### src/rtl/mult_div_unit.sv
// mult_div_unit: iterative MIPS-style multiply/divide unit with HI/LO registers.
//   One radix-2 step per cycle: shift-add for MULT/MULTU and restoring
//   shift-subtract for DIV/DIVU. Both operate on operand magnitudes, and the
//   sign is corrected in FINISH. An operation takes N+1 busy cycles. A divide
//   by zero skips RUN and leaves HI/LO untouched.
// Ports:
//   clock, reset      rising-edge clock, async active-low reset
//   start, op, inA/B  request (op: 00 MULT, 01 MULTU, 10 DIV, 11 DIVU)
//   hi/lo_write,      MTHI/MTLO, honoured only while idle
//   write_data
//   busy, done,       status; done and div_by_zero are one-cycle pulses
//   div_by_zero
//   hi, lo            architectural HI/LO registers
module mult_div_unit #(
  parameter int N = 32
) (
  input  logic         clock,
  input  logic         reset,
  input  logic         start,
  input  logic [1:0]   op,
  input  logic [N-1:0] inA,
  input  logic [N-1:0] inB,
  input  logic         hi_write,
  input  logic         lo_write,
  input  logic [N-1:0] write_data,
  output logic         busy,
  output logic         done,
  output logic         div_by_zero,
  output logic [N-1:0] hi,
  output logic [N-1:0] lo
);

  localparam int CW = $clog2(N) + 1;

  typedef enum logic [1:0] {S_IDLE, S_RUN, S_FINISH} state_t;

  state_t          state_q, state_d;
  logic [CW-1:0]   cnt_q, cnt_d;
  logic [N-1:0]    up_q, up_d;     // product high half / partial remainder
  logic [N-1:0]    lw_q, lw_d;     // multiplier shifting out / quotient shifting in
  logic [N-1:0]    dv_q, dv_d;     // multiplicand or divisor magnitude
  logic            is_div_q, is_div_d;
  logic            nq_q, nq_d;     // negate product / quotient
  logic            nr_q, nr_d;     // negate remainder (sign of dividend)
  logic            dz_q, dz_d;
  logic            done_q, done_d;
  logic            dbz_q, dbz_d;
  logic [N-1:0]    hi_q, hi_d;
  logic [N-1:0]    lo_q, lo_d;

  // Operand magnitudes; the signed ops are those with op[0]=0.
  logic         a_neg, b_neg;
  logic [N-1:0] a_mag, b_mag;
  assign a_neg = ~op[0] & inA[N-1];
  assign b_neg = ~op[0] & inB[N-1];
  assign a_mag = a_neg ? -inA : inA;
  assign b_mag = b_neg ? -inB : inB;

  // Multiply step: add the multiplicand when the multiplier LSB is set, then
  // shift the {carry, up, lw} concatenation right by one.
  logic [N:0] add_sum;
  assign add_sum = {1'b0, up_q} + (lw_q[0] ? {1'b0, dv_q} : {(N+1){1'b0}});

  // Divide step: shift the next dividend bit into the remainder and trial-subtract.
  // An extra top bit keeps the borrow unambiguous when the shifted value is >= 2^N.
  logic [N+1:0] sub_diff;
  logic         sub_ok;
  assign sub_diff = {1'b0, up_q, lw_q[N-1]} - {2'b00, dv_q};
  assign sub_ok   = ~sub_diff[N+1];

  // Sign correction of the finished magnitudes.
  logic [2*N-1:0] prod_mag, prod_fix;
  logic [N-1:0]   quo_fix, rem_fix;
  assign prod_mag = {up_q, lw_q};
  assign prod_fix = nq_q ? -prod_mag : prod_mag;
  assign quo_fix  = nq_q ? -lw_q : lw_q;
  assign rem_fix  = nr_q ? -up_q : up_q;

  always_comb begin
    state_d  = state_q;
    cnt_d    = cnt_q;
    up_d     = up_q;
    lw_d     = lw_q;
    dv_d     = dv_q;
    is_div_d = is_div_q;
    nq_d     = nq_q;
    nr_d     = nr_q;
    dz_d     = dz_q;
    done_d   = 1'b0;
    dbz_d    = 1'b0;
    hi_d     = hi_q;
    lo_d     = lo_q;
    unique case (state_q)
      S_IDLE: begin
        if (hi_write) hi_d = write_data;
        if (lo_write) lo_d = write_data;
        if (start) begin
          cnt_d    = '0;
          up_d     = '0;
          lw_d     = a_mag;
          dv_d     = b_mag;
          is_div_d = op[1];
          nq_d     = a_neg ^ b_neg;
          nr_d     = a_neg;
          dz_d     = op[1] && (inB == '0);
          state_d  = (op[1] && (inB == '0)) ? S_FINISH : S_RUN;
        end
      end
      S_RUN: begin
        if (is_div_q) begin
          up_d = sub_ok ? sub_diff[N-1:0] : {up_q[N-2:0], lw_q[N-1]};
          lw_d = {lw_q[N-2:0], sub_ok};
        end else begin
          up_d = add_sum[N:1];
          lw_d = {add_sum[0], lw_q[N-1:1]};
        end
        cnt_d = cnt_q + 1'b1;
        if (cnt_q == CW'(N-1)) state_d = S_FINISH;
      end
      S_FINISH: begin
        state_d = S_IDLE;
        done_d  = 1'b1;
        dbz_d   = dz_q;
        if (!dz_q) begin
          if (is_div_q) begin
            hi_d = rem_fix;
            lo_d = quo_fix;
          end else begin
            hi_d = prod_fix[2*N-1:N];
            lo_d = prod_fix[N-1:0];
          end
        end
      end
      default: state_d = S_IDLE;
    endcase
  end

  always_ff @(posedge clock or negedge reset) begin
    if (!reset) begin
      state_q  <= S_IDLE;
      cnt_q    <= '0;
      up_q     <= '0;
      lw_q     <= '0;
      dv_q     <= '0;
      is_div_q <= 1'b0;
      nq_q     <= 1'b0;
      nr_q     <= 1'b0;
      dz_q     <= 1'b0;
      done_q   <= 1'b0;
      dbz_q    <= 1'b0;
      hi_q     <= '0;
      lo_q     <= '0;
    end else begin
      state_q  <= state_d;
      cnt_q    <= cnt_d;
      up_q     <= up_d;
      lw_q     <= lw_d;
      dv_q     <= dv_d;
      is_div_q <= is_div_d;
      nq_q     <= nq_d;
      nr_q     <= nr_d;
      dz_q     <= dz_d;
      done_q   <= done_d;
      dbz_q    <= dbz_d;
      hi_q     <= hi_d;
      lo_q     <= lo_d;
    end
  end

  assign busy        = (state_q != S_IDLE);
  assign done        = done_q;
  assign div_by_zero = dbz_q;
  assign hi          = hi_q;
  assign lo          = lo_q;

endmodule

### config.mk
export PLATFORM = sky130hd
export DESIGN_NAME = mult_div_unit
export DESIGN_NICKNAME = d
export VERILOG_FILES = /design/src/rtl/mult_div_unit.sv
export SDC_FILE = /design/constraint.sdc
export NUM_CORES = 1
export LEC_CHECK = 0
export CORE_ASPECT_RATIO = 1.4
export CORE_MARGIN = 4
export CORE_UTILIZATION = 53
export CTS_CLUSTER_SIZE = 20
export DETAILED_ROUTE_END_ITERATION = 7
export DONT_BUFFER_PORTS = 1
export PLACE_DENSITY = 0.71
export SETUP_SLACK_MARGIN = 0.3
export SLEW_MARGIN = 10
export SYNTH_ARGS = -nofsm -noshare
export SYNTH_HDL_FRONTEND = slang
export SYNTH_SLANG_ARGS = --single-unit
### constraint.sdc
create_clock -name clock -period 3.5 [get_ports clock]
set_clock_uncertainty 0.15 [all_clocks]
set_input_delay 0.35 -clock clock [delete_from_list [all_inputs] [get_ports clock]]
set_output_delay 0.35 -clock clock [all_outputs]
set_load 0.01 [all_outputs]
Word level (Yosys, flattened, before mapping)
Index checks and enable logic that the tools add are counted.
Word-level totals
  register bits: 174
  input port bits: 103
  logic and storage cells: 74
Operators by class
  bitwise logic cells: 5
  reduce and logical (&&, ||, !) cells: 11
  add/sub/neg operators: 8
  mux-type cells: 29
  eq/ne operators: 8
Operator list (count)
  2-to-1 mux 32 bit: 16
  case mux 32 bit (2 select lines): 4
  negation 32 bit: 4
  2-to-1 mux 64 bit: 1
  negation 64 bit: 1
  subtractor 33 x 32 -> 34 bit: 1
  adder 32 x 32 -> 33 bit: 1
  logical NOT 32 bit: 1
  case mux 6 bit (2 select lines): 1
  != test 2 bit (second input constant): 5
  adder 6 x 1 -> 6 bit (second input constant): 1
  equality test 6 x 5 -> 1 bit (second input constant): 1
  2-to-1 mux 2 bit: 3
  2-to-1 mux 6 bit: 1
  AND reduction 2 bit: 3
  AND reduction 3 bit: 2
  nonzero test 2 bit: 3
  case mux 2 bit (2 select lines): 1
  bitwise AND 1 bit: 2
  equality test 2 x 1 -> 1 bit (second input constant): 1
  equality test 2 bit (second input constant): 1
  logical NOT 2 bit: 1
  2-to-1 mux 1 bit: 2
  NOT 1 bit: 2
  2 further kinds: 2

Logic depth before layout (Yosys ltp)
Gate-level depths: netlist of run 1.
  word-level depth: 5
  gate-level depth with buffers: 15
  mapped depth without buffers: 13

Worst setup path after synthesis of run 1
OpenSTA, ideal clock, no wires.
  path kind: register to register
  from: register lw_q[31]
  to: register up_q[30]
  setup time: 0.120 ns
  data arrival time: 3.124 ns
  cell stages (with the launch flop): 14
  clock period less this slack: 3.395 ns
  path slack: 0.105 ns
  data required time: 3.230 ns
  cell sequence: dfrtp_1 inv_1 ha_1 inv_1 fa_1 a211oi_1 o21ai_0 a221oi_1 o31a_1 o21ai_0 a21o_1 a221oi_1 mux2i_1 o211a_1
Between the ends
  cells in the longest elaborated chain, start to end: 4
Ends and longest elaborated chain
  start, declared: line 40  | logic [N-1:0] lw_q, lw_d;
  start signal, assigned: line 157  | lw_q <= lw_d;
  subtractor 33 x 32 -> 34 bit: line 68  | assign sub_diff = {1'b0, up_q, lw_q[N-1]} - {2'b00, dv_q};
  2-to-1 mux 32 bit: line 111  | up_d = sub_ok ? sub_diff[N-1:0] : {up_q[N-2:0], lw_q[N-1]};
  2-to-1 mux 32 bit: line 110  | if (is_div_q) begin
  case mux 32 bit (2 select lines): line 93  | unique case (state_q)
  end signal, assigned: line 156  | up_q <= up_d;
  end, declared: line 39  | logic [N-1:0] up_q, up_d;
No other way between the ends.
A chain may end at the register's enable or synchronous reset.

Worst setup path after layout of run 1
  from: register lw_q[17]
  to: register hi_q[14] (netlist: hi[14])
Between the ends
  cells in the longest elaborated chain, start to end: 5
Ends and longest elaborated chain
  negation 64 bit: line 75  | assign prod_fix = nq_q ? -prod_mag : prod_mag;
  2-to-1 mux 64 bit: line 75
  2-to-1 mux 32 bit: line 125  | if (is_div_q) begin
  2-to-1 mux 32 bit: line 124  | if (!dz_q) begin
  case mux 32 bit (2 select lines): line 93
  end signal, assigned: line 165  | hi_q <= hi_d;
  end, declared: line 48  | logic [N-1:0] hi_q, hi_d;
No other way between the ends. The select of a mux whose other input is x is not followed.

==> results of run 1 <==
==> through the flow <==
step                      worst slack, ps  total power, uW  cells  hold WS [ps]
after CTS                             282            15500   2267          -579
after global routing                  210            17300   2282          -577
after floorplan                       254            10000   1793         -95.6
after global placement               32.2            13100   2166         -91.6
after detailed placement            -56.1            13300   2166         -91.4
final                                 283            16200   2282          -558
==> kinds of logic (layout without fill, tap and decap cells) <==
family	Yosys count	count (layout)	share of synthesized area, %
AOI/OAI and AO/OA	572	572	25.5
xor gates and xnor gates	168	168	10.4
adders and majority gates	71	71	6.33
buffers and inverters	167	296	4.52
DFF	174	174	30.5
muxes	53	53	3.87
and+or+nand+nor	588	588	19.0
==> sequential cells by signal (all words and copies together) (netlist names) <==
signal,cells
dv_q,32
hi,32
lo,32
lw_q,32
up_q,32
cnt_q,6
state_q,2
div_by_zero,1
done,1
dz_q,1
is_div_q,1
nq_q,1
nr_q,1
==> cells in the mapped netlist, types with 17 or more instances <==
library cell               instances
sky130_fd_sc_hd__nor3_1           38
sky130_fd_sc_hd__mux2_2           18
sky130_fd_sc_hd__o22ai_1          24
sky130_fd_sc_hd__clkbuf_1         90
sky130_fd_sc_hd__o21ai_0         136
sky130_fd_sc_hd__a21o_1           49
sky130_fd_sc_hd__dfrtp_1         174
sky130_fd_sc_hd__nand3_1          22
sky130_fd_sc_hd__a21oi_1         141
sky130_fd_sc_hd__o211ai_1         22
sky130_fd_sc_hd__nor2_1          176
sky130_fd_sc_hd__nand2b_1         22
sky130_fd_sc_hd__mux2i_1          35
sky130_fd_sc_hd__o221ai_1         17
sky130_fd_sc_hd__nor4_1           18
sky130_fd_sc_hd__inv_1            63
sky130_fd_sc_hd__o31ai_1          40
sky130_fd_sc_hd__a211oi_1         35
sky130_fd_sc_hd__nand2_1         211
sky130_fd_sc_hd__xor2_1           78
sky130_fd_sc_hd__xnor2_1          89
sky130_fd_sc_hd__ha_1             69
==> cell type report <==
cell class | count | area share [%]
Timing Repair Buffer | 199 | 10.1
Clock buffer | 17 | 2.49
Sequential cell | 174 | 25.5
Multi-Input combinational cell | 1452 | 57.1
Tap cell | 360 | 2.63
Clock inverter | 15 | 0.746
Inverter | 65 | 1.46
==> power groups by stage <==
| stage | logic, uW | registers (uW) | clock network (uW) |
|---|---|---|---|
| 2_1_floorplan | 6470 | 3540 | 0 |
| 3_3_place_gp | 9370 | 3760 | 0 |
| 5_1_grt | 11500 | 3880 | 1970 |
| 4_1_cts | 9830 | 3750 | 1880 |
| 3_5_place_dp | 9480 | 3780 | 0 |
| 6_report | 10600 | 3810 | 1860 |
==> repair_timing <==
item | 4_1_cts | 5_1_grt
buffers inserted | 11 | 14
resized for setup | 30 | 83
pin swaps | 10 | 47
endpoints found under the setup margin | 50 | 50
cloned | 0 | 1
hold endpoints to repair | 239 | 174
==> worst max-delay path, cell delays in order (launching register included) <==
cell                      delay, ps
sky130_fd_sc_hd__dfrtp_1        410
sky130_fd_sc_hd__or4_4          570
sky130_fd_sc_hd__or4b_4         530
sky130_fd_sc_hd__or4_4          480
sky130_fd_sc_hd__nor4_1         370
sky130_fd_sc_hd__o22ai_1        160
sky130_fd_sc_hd__xor2_1         170
sky130_fd_sc_hd__a21oi_1        160
sky130_fd_sc_hd__o21ai_1         80
==> worst max path at each step <==
stage	startpoint	to	slack [ps]	cells after the start
6_report	lw_q[17]	hi[14]	280	8
5_1_grt	lw_q[0]	up_q[26]	210	13
4_1_cts	lw_q[0]	up_q[26]	280	13
3_5_place_dp	dv_q[7]	up_q[29]	-60	13
3_3_place_gp	dv_q[8]	up_q[29]	30	13
2_1_floorplan	lw_q[31]	up_q[30]	250	13
==> layer usage <==
| metal | share of wire [%] | GRT usage [%] | vias up | wire (um) |
|---|---|---|---|---|
| li1 | - | - | 6690 | - |
| met1 | 37 | 36.7 | 6991 | 18600 |
| met2 | 50 | 58.2 | 602 | 25300 |
| met3 | 5.3 | 4.24 | 170 | 2710 |
| met4 | 8.2 | 23.6 | 0 | 4160 |
| met5 | 0 | 0 | - | 0 |
==> impl_metrics.tcl, run 1 <==
set metrics [dict create \
    pwr-share-seq_pct 23.5 \
    grtUsageTotal_pct 33.2 \
    multiInputGateArea_sq_um 9770 \
    r2r-start "lw_q[17]" \
    end_kind "flop" \
    clock_transition_at_the_registers_of_the_reported_paths_ps 70 \
    detail_route.vias_per_cell 6.33 \
    layout-drive-gt1-share_pct 15.7 \
    ys_async_sr_fraction_pct 100 \
    register_area_sq_um 4360 \
    floorplan.die.height_um 202 \
    core_sq_um 26400 \
    layout.cells.most_common_list "208 x sky130_fd_sc_hd__nand2_1, 167 x sky130_fd_sc_hd__dfrtp_1, 165 x sky130_fd_sc_hd__nor2_1" \
    dpl_cell_area_sq_um 15300 \
    depth_of_the_cts_h_tree 4 \
    remaining_drc_errors 0 \
    worst_skew_pair.late_latency_ps 450 \
    cts.root.buffer_cell "sky130_fd_sc_hd__clkbuf_16" \
    setup_total_negative_slack_ps 0 \
    power.switching_fraction_pct 48.2 \
    max_freq_mhz 311 \
    grt_first_pass_wirelength_mm 78.2 \
    fillerInstances 2209 \
    netlist_instances 1793 \
    maxCapViolations 0 \
    timing_worst_slew_pin_value_ps 1100 \
    gp_congestion 0.955 \
    detail_routed_net_length_per_standard_cell_um 22.3 \
    ctsLongestPathBuffers 2 \
    failing_checks "negative hold slack" \
    crit_type "flop to flop" \
    via_count 14500 \
    pin_count 170 \
    synth-edff-count 0 \
    cts.hold.buffers_added 58 \
    dp_hpwl_mm 38.2 \
    finish.net_count 2083 \
    irDropWorstVdd_mv 0.599 \
    setup_viols_final 0 \
    netlist-cell-type-count 77 \
    min_path_type "input port to async pin" \
    setup_repair_after_global_routing_missed_its_margin "yes" \
    fin_hold_ws_ps -558 \
    numCtsBuffers 17 \
    power.net_switching_uw 7820 \
    reg2regPathDepth 8 \
    power_report.internal_total_uw 8410 \
    required_ps 3670 \
    design_area_sq_um 17100 \
    row_count 70 \
    comb_power_share_pct 65.1 \
    synth.cell_area_sq_um 14300 \
    crit_arrival_ps 3380 \
    initial_core_util_pct 54.2 \
    leakage_uw 0.00737 \
    setup.reg_to_reg.worst_slack_ps 280 \
    dieArea_sq_um 29700 \
    largest_net_degree_at_the_start_of_global_routing 175 \
    grt_remaining_overflow 0 \
    antenna_found_initial 0 \
    area_growth_pct 19.8 \
    layout.cells.most_common "sky130_fd_sc_hd__nand2_1" \
    slew-limit-headroom_pct 26.2 \
    cellPowerDensity_nw_per_um2 949 \
    drv_slew 0 \
    antenna_violating_nets_post_route 0 \
    post-route-min-period_ps 3220 \
    chipWidth_um 147 \
    netlist_top_cells_area "sky130_fd_sc_hd__dfrtp_1 30%, sky130_fd_sc_hd__ha_1 6.0%, sky130_fd_sc_hd__nand2_1 5.5%, sky130_fd_sc_hd__xnor2_1 5.5%, sky130_fd_sc_hd__a21oi_1 4.9%" \
    synth_top_area_share_pct 30.5 \
    timing.critical_path.from_type "flop" \
    clock_power_share_pct 11.5 \
    postSynth.topFlopCell "sky130_fd_sc_hd__dfrtp_1" \
    drt-pass1-iter-count 5 \
    synth-seq-cells 174 \
    synth_warnings 0 \
    finalHoldViolations 174 \
    fin_util_pct 64.9 \
    syn_nets 1967 \
    rr_endpoint "hi[14]" \
    avgSynthCellArea_sq_um 7.97 \
    routed_wirelength_mm 50.8 \
    critical_path.max_fanout 4 \
    numClockSinks 174 \
    synth-seq-area-share_pct 30.5 \
    yosysTopAreaCell "sky130_fd_sc_hd__dfrtp_1" \
    port-buffer-count 0 \
    clock_tree_from_tritoncts "yes" \
    antenna_cells_inserted 0 \
    run_status "complete, but fails checks" \
    drt_iter0_drc 954 \
    first_global_vias 14200 \
    post-route-period-util_pct 91.9 \
]
Note: power is estimated with default switching activity, not from simulation.
==> run 2, diff against run 1 <==
Settings changed: CORE_UTILIZATION 53 to 44, CTS_CLUSTER_DIAMETER from default to 120, PLACE_DENSITY 0.71 to default.
==> run 2 against run 1 <==
The flow still finishes with violations (negative hold slack). Sequential cell count unchanged. Critical path depth grew 1. Worst hold slack worse by 18 ps. Clock power is 13% higher. Maximum frequency decreased by 1.5%. Register-to-register slack got worse by 50 ps. Non-clock buffer count is 8 higher. Power increased by 2.6%. Design area is 1.0% higher. Clock-buffer cell count is the same. Highest routed layer unchanged.
==> impl_metrics.tcl, run 2 (same netlist as run 1, synthesis figures left out) <==
set metrics [dict create \
    run_status "complete, but fails checks" \
    failing_checks "negative hold slack" \
    depth_of_the_cts_h_tree 4 \
    post-route-min-period_ps 3270 \
    leakage_uw 0.00741 \
    critical_path.max_fanout 5 \
    routed_wirelength_mm 53.0 \
    detail_route.vias_per_cell 6.10 \
    grt_remaining_overflow 0 \
    required_ps 3720 \
    worst_skew_pair.late_latency_ps 460 \
    maxCapViolations 0 \
    drv_slew 0 \
    pre_cts_ws_ps 10.5 \
    layout.cells.most_common "sky130_fd_sc_hd__nand2_1" \
    slew-limit-headroom_pct 30.5 \
    clock_tree_from_tritoncts "yes" \
    dp_hpwl_mm 40.5 \
    setup_viols_final 0 \
    core_sq_um 31800 \
    fin_hold_ws_ps -576 \
    drt-pass1-iter-count 7 \
    reg2regPathDepth 9 \
    clock_transition_at_the_registers_of_the_reported_paths_ps 70 \
    rr_endpoint "hi[12]" \
    cp-endpoint "hi[12]" \
    drt_iter0_drc 996 \
    timing.critical_path.from_type "flop" \
    area_growth_pct 21.0 \
    irDropWorstVdd_mv 0.405 \
    via_count 14200 \
    detail_routed_net_length_per_standard_cell_um 22.8 \
    crit_arrival_ps 3490 \
    critical_path_buf_inv_count 0 \
    remaining_drc_errors 0 \
    post-route-period-util_pct 93.3 \
    floorplan.die.height_um 221 \
    multiInputGateArea_sq_um 9780 \
    critPathMostFrequentCell "sky130_fd_sc_hd__or4_4" \
    finalHoldViolations 174 \
    min_path_type "input port to async pin" \
    setup_total_negative_slack_ps 0 \
    numCtsBuffers 17 \
    register_area_sq_um 4370 \
    grtUsageTotal_pct 28.8 \
    ctsLongestPathBuffers 2 \
    max_freq_mhz 306 \
    grt_first_pass_wirelength_mm 80.4 \
    chipWidth_um 160 \
    pin_count 170 \
    final.setup.worst_slack_ps 234 \
    max_stage_delay_ps 580 \
    antenna_violating_nets_post_route 0 \
    crit_type "flop to flop" \
    gp_congestion 1.03 \
    numClockSinks 174 \
    cp_top_family "simple AND/OR/NAND/NOR gates" \
    path_length_in_cells_of_the_critical_path 9 \
    cellPowerDensity_nw_per_um2 964 \
    initial_core_util_pct 44.9 \
    design_area_sq_um 17300 \
    worst_setup_path_startpoint "lw_q[17]" \
    cpMaxStageDelayCell "sky130_fd_sc_hd__or4_4" \
    crit_chain "or4_4, or4b_4, or4_4, o21ai_4, and3_1, a21oi_1, xor2_1, nor2_1, o31ai_1" \
    setup_repair_after_global_routing_missed_its_margin "yes" \
    setup.reg_to_reg.worst_slack_ps 230 \
    port-buffer-count 0 \
    end_kind "flop" \
    dpl_cell_area_sq_um 15300 \
    timing_worst_slew_pin_value_ps 1040 \
    layout-drive-gt1-share_pct 16.7 \
    fillerInstances 2961 \
    r2r-start "lw_q[17]" \
    layout.cells.most_common_list "207 x sky130_fd_sc_hd__nand2_1, 168 x sky130_fd_sc_hd__nor2_1, 165 x sky130_fd_sc_hd__dfrtp_1" \
    antenna_found_initial 0 \
    finish.net_count 2091 \
    cts.root.buffer_cell "sky130_fd_sc_hd__clkbuf_16" \
    largest_net_degree_at_the_start_of_global_routing 175 \
    first_global_vias 13900 \
    dieArea_sq_um 35400 \
    row_count 77 \
]
## run 2: cell count changes in the layout (fill, tap and decap cells not counted), sizes merged
cell,delta
inv,+1
bufinv,+3
clkinvlp,-2
buf,+9
clkbuf,-1
diode,+2
clkinv,-2
## run 2: power by group
group	switching, uW	internal (uW)
Sequential	1020	2770
Clock	952	1150
Combinational	5950	4810
Total	7920	8730
## run 2: layout make-up
type,instances,share of cell area [%]
Inverter,65,1.44
Tap cell,395,2.86
Antenna cell,2,0.0290
Sequential cell,174,25.3
Timing Repair Buffer,207,10.2
Clock buffer,17,2.46
Clock inverter,15,1.14
Multi-Input combinational cell,1452,56.6
## run 2: worst min path at each step
| stage | from | end | slack, ps | depth (start not counted) |
|---|---|---|---|---|
| after detailed placement | reset | lo[7] | -90 | 0 |
| after floorplan | reset | cnt_q[0] | -100 | 0 |
| after global placement | reset | lo[7] | -90 | 0 |
| final | reset | lo[7] | -580 | 0 |
| after global routing | reset | lo[7] | -590 | 0 |
| after CTS | reset | up_q[8] | -590 | 0 |
## run 2: metal layers
layer	vias up	wire [um]	GRT usage [%]	share of wire (%)
met5	-	0	0	0
met1	6791	19400	31.4	37
met3	138	2650	4.00	5.0
met4	0	3770	19.1	7.1
li1	6731	-	-	-
met2	526	27100	51.5	51
## run 2: per-stage QoR
step           std cells  util (%)  power, uW
6_report            2327      54.4      16700
2_1_floorplan       1793         -      10000
3_3_place_gp        2208      48.2      13300
5_1_grt             2325      54.3      17800
3_5_place_dp        2208      48.2      13400
4_1_cts             2301      52.7      15900
## run 2: timing repair
action | in CTS | in global routing
gates resized for setup | 49 | 81
buffers inserted | 4 | 22
cloned | 0 | 1
endpoints found under the hold margin | 238 | 175
setup endpoints to repair | 51 | 55
pin swaps | 15 | 49
hold buffers | 57 | 1
==> run 3, diff against run 2 <==
--- a/constraint.sdc
+++ b/constraint.sdc
@@ -3,3 +3,3 @@
 set_input_delay 0.35 -clock clock [delete_from_list [all_inputs] [get_ports clock]]
 set_output_delay 0.35 -clock clock [all_outputs]
-set_load 0.01 [all_outputs]
+set_load 0.005 [all_outputs]
==> results of run 3 <==
Same layout as run 2 (identical final DEF). Status: complete, but fails checks: negative hold slack.
Among the figures that moved: total power 16700 uW -> 16600 uW
